--- src/rtl/cpu_pkg.sv ---
// Shared encodings for the ID-stage hazard unit: forwarding source codes,
// the divide stall FSM state type and the register-match helper.
package cpu_pkg;

    localparam logic [1:0] FWD_RF      = 2'd0;
    localparam logic [1:0] FWD_EXE     = 2'd1;
    localparam logic [1:0] FWD_MEM_ALU = 2'd2;
    localparam logic [1:0] FWD_MEM_LD  = 2'd3;

    typedef enum logic {
        IDLE = 1'b0,
        BUSY = 1'b1
    } div_state_t;

    // r0 is hardwired to zero, so a write to it never produces a hazard.
    function automatic logic reg_match(input logic wreg, input logic [4:0] rn, input logic [4:0] r);
        return wreg && (rn != 5'd0) && (rn == r);
    endfunction

endpackage

--- src/rtl/id_hazard_if.sv ---
// Decode-side hazard bundle: the ID instruction fields going in and the
// stall/flush/forwarding controls coming back out.
interface id_hazard_if;
    logic [4:0] id_rs;
    logic [4:0] id_rt;
    logic       id_use_rs;
    logic       id_use_rt;
    logic [4:0] id_rn;
    logic       id_wreg;
    logic       id_m2reg;
    logic       id_div;
    logic       id_br_taken;
    logic       stall;
    logic       bubble;
    logic       flush;
    logic [1:0] fwda;
    logic [1:0] fwdb;
    logic       div_busy;

    modport master (
        output id_rs, id_rt, id_use_rs, id_use_rt, id_rn, id_wreg, id_m2reg, id_div, id_br_taken,
        input  stall, bubble, flush, fwda, fwdb, div_busy
    );

    modport slave (
        input  id_rs, id_rt, id_use_rs, id_use_rt, id_rn, id_wreg, id_m2reg, id_div, id_br_taken,
        output stall, bubble, flush, fwda, fwdb, div_busy
    );
endinterface

--- src/rtl/div_stall_ctr.sv ---
// Holds a divide in ID for DIV_LAT cycles: one launch cycle in IDLE followed
// by DIV_LAT-1 counted cycles in BUSY; the cnt==0 BUSY cycle releases it.
module div_stall_ctr
    import cpu_pkg::*;
#(
    parameter int DIV_LAT = 4,
    parameter int CNT_W   = 3
) (
    input  logic clk,
    input  logic clr,
    input  logic start,
    output logic div_stall,
    output logic busy
);

    div_state_t       state_q, state_d;
    logic [CNT_W-1:0] cnt_q, cnt_d;

    always_comb begin
        state_d   = state_q;
        cnt_d     = cnt_q;
        div_stall = 1'b0;
        case (state_q)
            IDLE: begin
                if (start) begin
                    div_stall = 1'b1;
                    state_d   = BUSY;
                    cnt_d     = CNT_W'(DIV_LAT - 1);
                end
            end
            BUSY: begin
                if (cnt_q != '0) begin
                    div_stall = 1'b1;
                    cnt_d     = cnt_q - CNT_W'(1);
                end else begin
                    // Release cycle: the divide moves to EXE, so no relaunch here.
                    state_d = IDLE;
                end
            end
            default: begin
                state_d = IDLE;
                cnt_d   = '0;
            end
        endcase
    end

    always_ff @(posedge clk or posedge clr) begin
        if (clr) begin
            state_q <= IDLE;
            cnt_q   <= '0;
        end else begin
            state_q <= state_d;
            cnt_q   <= cnt_d;
        end
    end

    assign busy = (state_q == BUSY);

endmodule

--- src/rtl/id_hazard_unit.sv ---
// ID-stage hazard controller: shadows EXE/MEM destinations, picks operand
// forwarding sources, and raises stall/bubble/flush for load-use, divide and branches.
module id_hazard_unit
    import cpu_pkg::*;
#(
    parameter int DIV_LAT = 4,
    parameter int CNT_W   = 3
) (
    input  logic        clk,
    input  logic        clr,
    id_hazard_if.slave  hz
);

    logic [4:0] exe_rn_q, exe_rn_d;
    logic       exe_wreg_q, exe_wreg_d;
    logic       exe_m2reg_q, exe_m2reg_d;
    logic [4:0] mem_rn_q, mem_rn_d;
    logic       mem_wreg_q, mem_wreg_d;
    logic       mem_m2reg_q, mem_m2reg_d;

    logic       load_use;
    logic       div_start;
    logic       div_stall;
    logic       div_busy_raw;
    logic       stall_raw;
    logic [1:0] fwda_raw, fwdb_raw;

    function automatic logic [1:0] fwd_sel(input logic [4:0] r);
        if (reg_match(exe_wreg_q, exe_rn_q, r) && !exe_m2reg_q)
            return FWD_EXE;
        else if (reg_match(mem_wreg_q, mem_rn_q, r))
            return mem_m2reg_q ? FWD_MEM_LD : FWD_MEM_ALU;
        else
            return FWD_RF;
    endfunction

    always_comb begin
        load_use  = exe_m2reg_q &&
                    ((hz.id_use_rs && reg_match(exe_wreg_q, exe_rn_q, hz.id_rs)) ||
                     (hz.id_use_rt && reg_match(exe_wreg_q, exe_rn_q, hz.id_rt)));
        // A divide behind a load waits for the load-use bubble before launching.
        div_start = hz.id_div && !load_use;
        stall_raw = load_use || div_stall;
        fwda_raw  = fwd_sel(hz.id_rs);
        fwdb_raw  = fwd_sel(hz.id_rt);
    end

    div_stall_ctr #(
        .DIV_LAT (DIV_LAT),
        .CNT_W   (CNT_W)
    ) u_div_stall_ctr (
        .clk       (clk),
        .clr       (clr),
        .start     (div_start),
        .div_stall (div_stall),
        .busy      (div_busy_raw)
    );

    always_comb begin
        exe_rn_d    = stall_raw ? 5'd0 : hz.id_rn;
        exe_wreg_d  = stall_raw ? 1'b0 : hz.id_wreg;
        exe_m2reg_d = stall_raw ? 1'b0 : hz.id_m2reg;
        mem_rn_d    = exe_rn_q;
        mem_wreg_d  = exe_wreg_q;
        mem_m2reg_d = exe_m2reg_q;
    end

    always_ff @(posedge clk or posedge clr) begin
        if (clr) begin
            exe_rn_q    <= 5'd0;
            exe_wreg_q  <= 1'b0;
            exe_m2reg_q <= 1'b0;
            mem_rn_q    <= 5'd0;
            mem_wreg_q  <= 1'b0;
            mem_m2reg_q <= 1'b0;
        end else begin
            exe_rn_q    <= exe_rn_d;
            exe_wreg_q  <= exe_wreg_d;
            exe_m2reg_q <= exe_m2reg_d;
            mem_rn_q    <= mem_rn_d;
            mem_wreg_q  <= mem_wreg_d;
            mem_m2reg_q <= mem_m2reg_d;
        end
    end

    // Outputs are held low for as long as clr is asserted.
    always_comb begin
        hz.stall    = !clr && stall_raw;
        hz.bubble   = !clr && stall_raw;
        hz.flush    = !clr && hz.id_br_taken && !stall_raw;
        hz.fwda     = clr ? FWD_RF : fwda_raw;
        hz.fwdb     = clr ? FWD_RF : fwdb_raw;
        hz.div_busy = !clr && div_busy_raw;
    end

endmodule
--- src/flat_wrapper.sv ---
// flat-port wrapper written by rule: the top's interface ports become plain ports
module id_hazard_unit_flat import cpu_pkg::*;
#(
    parameter int DIV_LAT = 4,
    parameter int CNT_W   = 3
)
  (clk, clr, hz_id_rs, hz_id_rt, hz_id_use_rs, hz_id_use_rt, hz_id_rn, hz_id_wreg, hz_id_m2reg, hz_id_div, hz_id_br_taken, hz_stall, hz_bubble, hz_flush, hz_fwda, hz_fwdb, hz_div_busy);
  id_hazard_if hz_i ();
  input  logic clk;
  input  logic clr;
  input wire logic [$bits(hz_i.id_rs)-1:0] hz_id_rs;
  input wire logic [$bits(hz_i.id_rt)-1:0] hz_id_rt;
  input wire logic [$bits(hz_i.id_use_rs)-1:0] hz_id_use_rs;
  input wire logic [$bits(hz_i.id_use_rt)-1:0] hz_id_use_rt;
  input wire logic [$bits(hz_i.id_rn)-1:0] hz_id_rn;
  input wire logic [$bits(hz_i.id_wreg)-1:0] hz_id_wreg;
  input wire logic [$bits(hz_i.id_m2reg)-1:0] hz_id_m2reg;
  input wire logic [$bits(hz_i.id_div)-1:0] hz_id_div;
  input wire logic [$bits(hz_i.id_br_taken)-1:0] hz_id_br_taken;
  output wire logic [$bits(hz_i.stall)-1:0] hz_stall;
  output wire logic [$bits(hz_i.bubble)-1:0] hz_bubble;
  output wire logic [$bits(hz_i.flush)-1:0] hz_flush;
  output wire logic [$bits(hz_i.fwda)-1:0] hz_fwda;
  output wire logic [$bits(hz_i.fwdb)-1:0] hz_fwdb;
  output wire logic [$bits(hz_i.div_busy)-1:0] hz_div_busy;
  assign hz_i.id_rs = hz_id_rs;
  assign hz_i.id_rt = hz_id_rt;
  assign hz_i.id_use_rs = hz_id_use_rs;
  assign hz_i.id_use_rt = hz_id_use_rt;
  assign hz_i.id_rn = hz_id_rn;
  assign hz_i.id_wreg = hz_id_wreg;
  assign hz_i.id_m2reg = hz_id_m2reg;
  assign hz_i.id_div = hz_id_div;
  assign hz_i.id_br_taken = hz_id_br_taken;
  assign hz_stall = hz_i.stall;
  assign hz_bubble = hz_i.bubble;
  assign hz_flush = hz_i.flush;
  assign hz_fwda = hz_i.fwda;
  assign hz_fwdb = hz_i.fwdb;
  assign hz_div_busy = hz_i.div_busy;
  id_hazard_unit #(.DIV_LAT(DIV_LAT), .CNT_W(CNT_W)) u_core (.clk(clk), .clr(clr), .hz(hz_i));
endmodule
--- config.mk ---
export PLATFORM = sky130hd
export DESIGN_NAME = id_hazard_unit_flat
export DESIGN_NICKNAME = d
export VERILOG_FILES = /design/src/rtl/cpu_pkg.sv /design/src/rtl/id_hazard_if.sv /design/src/rtl/div_stall_ctr.sv /design/src/rtl/id_hazard_unit.sv /design/src/flat_wrapper.sv
export SDC_FILE = /design/constraint.sdc
export NUM_CORES = 1
export LEC_CHECK = 0
export ABC_AREA = 1
export CORE_MARGIN = 2
export CORE_UTILIZATION = 42
export CTS_CLUSTER_SIZE = 24
export DETAILED_ROUTE_END_ITERATION = 10
export PLACE_DENSITY_LB_ADDON = 0.08
export SYNTH_ARGS = -nofsm -noshare
export SYNTH_HDL_FRONTEND = slang
export SYNTH_SLANG_ARGS = --single-unit
--- constraint.sdc ---
create_clock -name clk -period 1.7 [get_ports clk]
set_input_delay 0.34 -clock clk [delete_from_list [all_inputs] [get_ports clk]]
set_output_delay 0.34 -clock clk [all_outputs]
set_load 0.02 [all_outputs]
== After elaboration in Yosys (flattened, before gate mapping) ==
Index checks and enable logic that the tools add are counted.

* Add/sub/neg operators: 1
* Equality and inequality tests: 6
* Muxes and demuxes: 16
* Bitwise operators: 1
* Reductions and logical operators: 26

{| class="wikitable"
|+ Operators with widths
! cell !! count
|-
| 5-bit == test || 4
|-
| 1-bit logical AND || 16
|-
| 2-bit two-way mux || 6
|-
| 5-bit nonzero test || 2
|-
| 3-bit two-way mux || 2
|-
| 3-bit one-hot mux with 2 select lines || 1
|-
| 1-bit two-way mux || 5
|-
| 5-bit two-way mux || 1
|-
| 1-bit zero test || 4
|-
| 2-bit by 1-bit inequality test with 1-bit output (second input constant) || 2
|-
| 3-bit nonzero test || 1
|-
| 3-bit by 1-bit subtractor with 3-bit output (second input constant) || 1
|-
| 1-bit logical OR || 2
|-
| 1-bit one-hot mux with 2 select lines || 1
|-
| 2-bit AND reduction || 1
|-
| 1-bit inverter || 1
|}

* Register bits after elaboration: 18
* Input bits: 23
* Output and inout bits: 8
* Logic and storage cells: 58

== Depth between registers and ports, before layout ==
* Word-level depth: 13
* Depth in mapped cells: 12
* Depth with buffers taken out: 12

== Modules after synthesis ==
From an unflattened synthesis, not the netlist that was laid out.

* Cells, all modules: 135
* Area, all modules: 1132.3 um2

{| class="wikitable"
|+ By module, submodules not included
! module !! instances !! cells an instance !! area each (um2) !! seq. area each (um2)
|-
| id_hazard_unit || 1 || 110 || 918.4 || 350.3
|-
| div_stall_ctr || 1 || 25 || 214.0 || 100.1
|}

== Worst setup path before layout ==
OpenSTA, ideal clock, no wires.

* Path type: input -> output
* From: input clr
* To: output hz_fwda[0]
* Arrival: 1.519 ns
* Required time: 1.360 ns
* Slack: -0.159 ns
* Cell stages on the path: 5
* Cell sequence: inv_1 > nand3_1 > nor4_1 > nand2_1 > o21ai_0

* Cells in the longest elaborated chain, start to end: 1

{| class="wikitable"
|+ RTL lines
! what !! RTL line !! text
|-
| from (decl) || flat_wrapper.sv:10 || <nowiki>input logic clr;</nowiki>
|-
| 2-bit two-way mux || id_hazard_unit.sv:91 || <nowiki>hz.fwda = clr ? FWD_RF : fwda_raw;</nowiki>
|-
| to (decl) || flat_wrapper.sv:23 || <nowiki>output wire logic [$bits(hz_i.fwda)-1:0] hz_fwda;</nowiki>
|}

Every way passes these cells.

== Final worst setup path ==
* From: register u_core.mem_rn_q[1]
* To: output hz_fwda[0]

* Cells in the longest elaborated chain, start to end: 6
* Elaborated cells between the ends (all ways): 7
* Classes of those cells: eq/ne: 1; mux: 3; reduce/logical: 3

{| class="wikitable"
|+ RTL lines
! what !! RTL line !! text
|-
| from (decl) || id_hazard_unit.sv:17 || <nowiki>logic [4:0] mem_rn_q, mem_rn_d;</nowiki>
|-
| from (signal assigned) || id_hazard_unit.sv:80 || <nowiki>mem_rn_q <= mem_rn_d;</nowiki>
|-
| 5-bit nonzero test || cpu_pkg.sv:17 || <nowiki>return wreg && (rn != 5'd0) && (rn == r);</nowiki>
|-
| 1-bit logical AND || cpu_pkg.sv:17 ||
|-
| 1-bit logical AND * || cpu_pkg.sv:17 ||
|-
| 2-bit two-way mux * || id_hazard_unit.sv:31 || <nowiki>else if (reg_match(mem_wreg_q, mem_rn_q, r))</nowiki>
|-
| 2-bit two-way mux * || id_hazard_unit.sv:29 || <nowiki>if (reg_match(exe_wreg_q, exe_rn_q, r) && !exe_m2reg_q)</nowiki>
|-
| 2-bit two-way mux * || id_hazard_unit.sv:91 ||
|}

Mark *: on every way between the ends. The rest lies on a longest branch, timed or not.

==> results <==
==> synthesized netlist by cell type <==
| master | number | area, sq um |
|---|---|---|
| nor2_1 | 13 | 48.8 |
| inv_2 | 1 | 3.75 |
| inv_1 | 25 | 93.8 |
| xnor2_1 | 8 | 70.1 |
| nor2_2 | 2 | 12.5 |
| nand3_1 | 9 | 45.0 |
| ha_1 | 2 | 25.0 |
| nand4_2 | 1 | 12.5 |
| nand3_2 | 3 | 30.0 |
| or2_2 | 2 | 12.5 |
| nand4_1 | 1 | 6.26 |
| nor4_1 | 2 | 12.5 |
| nand2_4 | 3 | 33.8 |
| nand3_4 | 1 | 17.5 |
| buf_4 | 1 | 7.51 |
| nor2_4 | 1 | 11.3 |
| nand2_1 | 28 | 105 |
| nand2_2 | 2 | 12.5 |
| o21ai_0 | 3 | 15.0 |
| xor2_1 | 7 | 61.3 |
| dfrtp_1 | 18 | 450 |
==> through the flow <==
stage	power (uW)	setup TNS, ns	hold slack [ns]	worst slack [ns]
floorplan	1400	-0.0583	0.201	-0.0212
global route	2280	-2.92	0.315	-0.449
detailed placement	1780	-8.29	0.382	-1.04
finish	2090	-2.03	0.291	-0.353
global placement	1750	-7.87	0.379	-0.949
CTS	2050	-2.41	0.289	-0.401
==> cell type report <==
type / instances / area (sq um)
timing repair buffer: 45 / 412
multi-input combinational: 88 / 581
sequential: 18 / 453
tap: 30 / 37.5
clock buffer: 3 / 22.5
fill: 208 / 846
inverter: 26 / 104
==> worst max-delay path: cells and delay by family, from the launching register on <==
family,cells,cell delay (ns)
simple gates,3,0.47
flops,1,0.42
buf+inv,2,0.32
xor+xnor,1,0.17
compound gates,1,0.06
==> report_power, final <==
group	internal [uW]	switching (uW)	total, uW
clock	82.0	114	196
combinational	549	582	1130
sequential	599	164	764
==> routing by layer <==
metal  track usage, %  part of all wire (%)  routed length, microns  up-vias
met5                0                     0                       0        -
li1                 -                     -                       -      499
met3             1.64                   5.3                     123        2
met4             7.50                  0.87                      20        0
met2             32.7                    49                    1120       32
met1             21.1                    45                    1040      435
==> repair_timing <==
action	CTS	global route
setup buffers	3	2
pin swaps	17	11
setup endpoints to repair	8	11
gates resized for setup	56	24
==> kinds of logic after synthesis <==
group	synth area share [%]
buffers and inverters	9.67
adders and majority gates	2.30
DFF	41.4
AOI/OAI and AO/OA	1.38
xor gates and xnor gates	12.1
and+or+nand+nor	33.1
==> sequential cells by signal, indices dropped and copies added (netlist names) <==
signal / flops
u_core.exe_m2reg_q: 1
u_core.mem_m2reg_q: 1
u_core.exe_rn_q: 5
u_core.u_div_stall_ctr.busy: 1
u_core.exe_wreg_q: 1
u_core.mem_wreg_q: 1
u_core.mem_rn_q: 5
u_core.u_div_stall_ctr.cnt_q: 3
==> path summary, 6_finish.rpt <==
path	startpoint	endpoint	depth (start not counted)
setup reg to reg	u_core.exe_rn_q[2]	u_core.exe_rn_q[3]	10
hold / removal	clr	u_core.mem_m2reg_q	3
min in group clk	u_core.exe_wreg_q	u_core.mem_wreg_q	0
setup / recovery	u_core.mem_rn_q[1]	hz_fwda[0]	7
hold reg to reg	u_core.exe_wreg_q	u_core.mem_wreg_q	0
max in group asynchronous	clr	u_core.exe_rn_q[1]	3
==> results.md <==
* Drt first pass iters at 4
* WP data required at 1.36 ns
* Area delta synth->final at 48.0%
* Buffers on Ports at 30
* Avg Inst Size Synth at 8.18 sq um
* Distinct cells, synth at 21
* Failing checks: negative setup slack
* Die width at 54.9 microns
* Io pins at 31
* First-pass GRT wire length at 3.78 mm
* Row count at 18
* Final setup violation count at 7
* Antenna cell count at 0
* Die Ht at 54.9 microns
* Post-Place Cells at 204
* Fmax at 487 MHz
* Core area at 0.00245 sq mm
* Total Wirelength at 2.31 mm
* Vias in the first global route at 920
* Initial antenna violation count at 0
* Initial core utilization at 44.3%
* Total CTS buffers at 3
* CP Cell Sequence: xnor2_1, nand3_1, nor4_2, buf_4, nand2_2, o21ai_1, buf_4
* CTS Sinks at 18
* Final ANT Viol Nets at 0
* Detail Placement HPWL at 1.83 mm
* Clk slew on worst S/H paths at 0.10 ns
* Register area share after synthesis at 41.4%
* Clock tree buffer depth at 2
* CTS H-tree depth at 1
* Run status: finished with violations
* Worst path slowest cell: dfrtp_1
* Final Cell Area at about 0.0016 sq mm
* Mapped cell area at 0.00109 sq mm
* Most frequent cells in the layout: nand2_1, inv_1, dfrtp_1
* Final WS setup at -0.353 ns
* Gr ovfl total at 0
* Die ar. at 0.00301 sq mm
* Post-DP Area at 0.00152 sq mm
* Final Skew at between 0.009 and 0.01 ns
* Leak at 0.000841 uW
* Critical path launch point type: flip-flop
* Total track usage at 17.9%
* Layout Utilization at 65.5%
* Largest net degree at the start of global routing at 21
* Placer Congestion at 0.751
* Post-Synthesis Cells at 133
* Vias at just under 1,000
* Max-cap violations at 0
* Synth Net Count at between 150 and 200
* Worst-path fanout max at 3
* Final hold vios at 0
* TritonCTS clock tree: done
* Vias/cell at 4.61
* Worst setup path class: reg2out
* Max Slew Vio Count at 0
* Layout cells sized above 1 at 35.0%
* Detailed Route Iter0 Violations at 8
* Worst Setup End Kind: primary output
* Pwr dens at 1300 mW/mm^2
* Crit path top cell by count: buf_4
* Worst-Margin Slew at 0.278 ns
* Root buffer cell: clkbuf_4
* Fin crit share at 121%
* Yosys Warn Count at 0
* WP data arrival at 1.71 ns
* Minimum setup slack among reg-to-reg paths at 0.16 ns
* Layout Nets at 207
* Per-cell routed wire length at 11.0 microns
* Finished Layout Cells at 210
* Synth Register Bits at 18
* Slew HR at 81.3%
* Tmin final at 2.05 ns
* VDD IR max at roughly 1.0 mV
* Clock latency on the worst-skew pair at 0.28 ns
* DRC viols at 0
* Cts hold-fix bufs at 0
* RSZ-0062 raised after global routing: yes
* Crit-path max cell delay at 0.42 ns
* Worst min path class: in2async
* Most common cell after layout, fill and taps aside: nand2_1
Power figures use the tool's default switching activity.
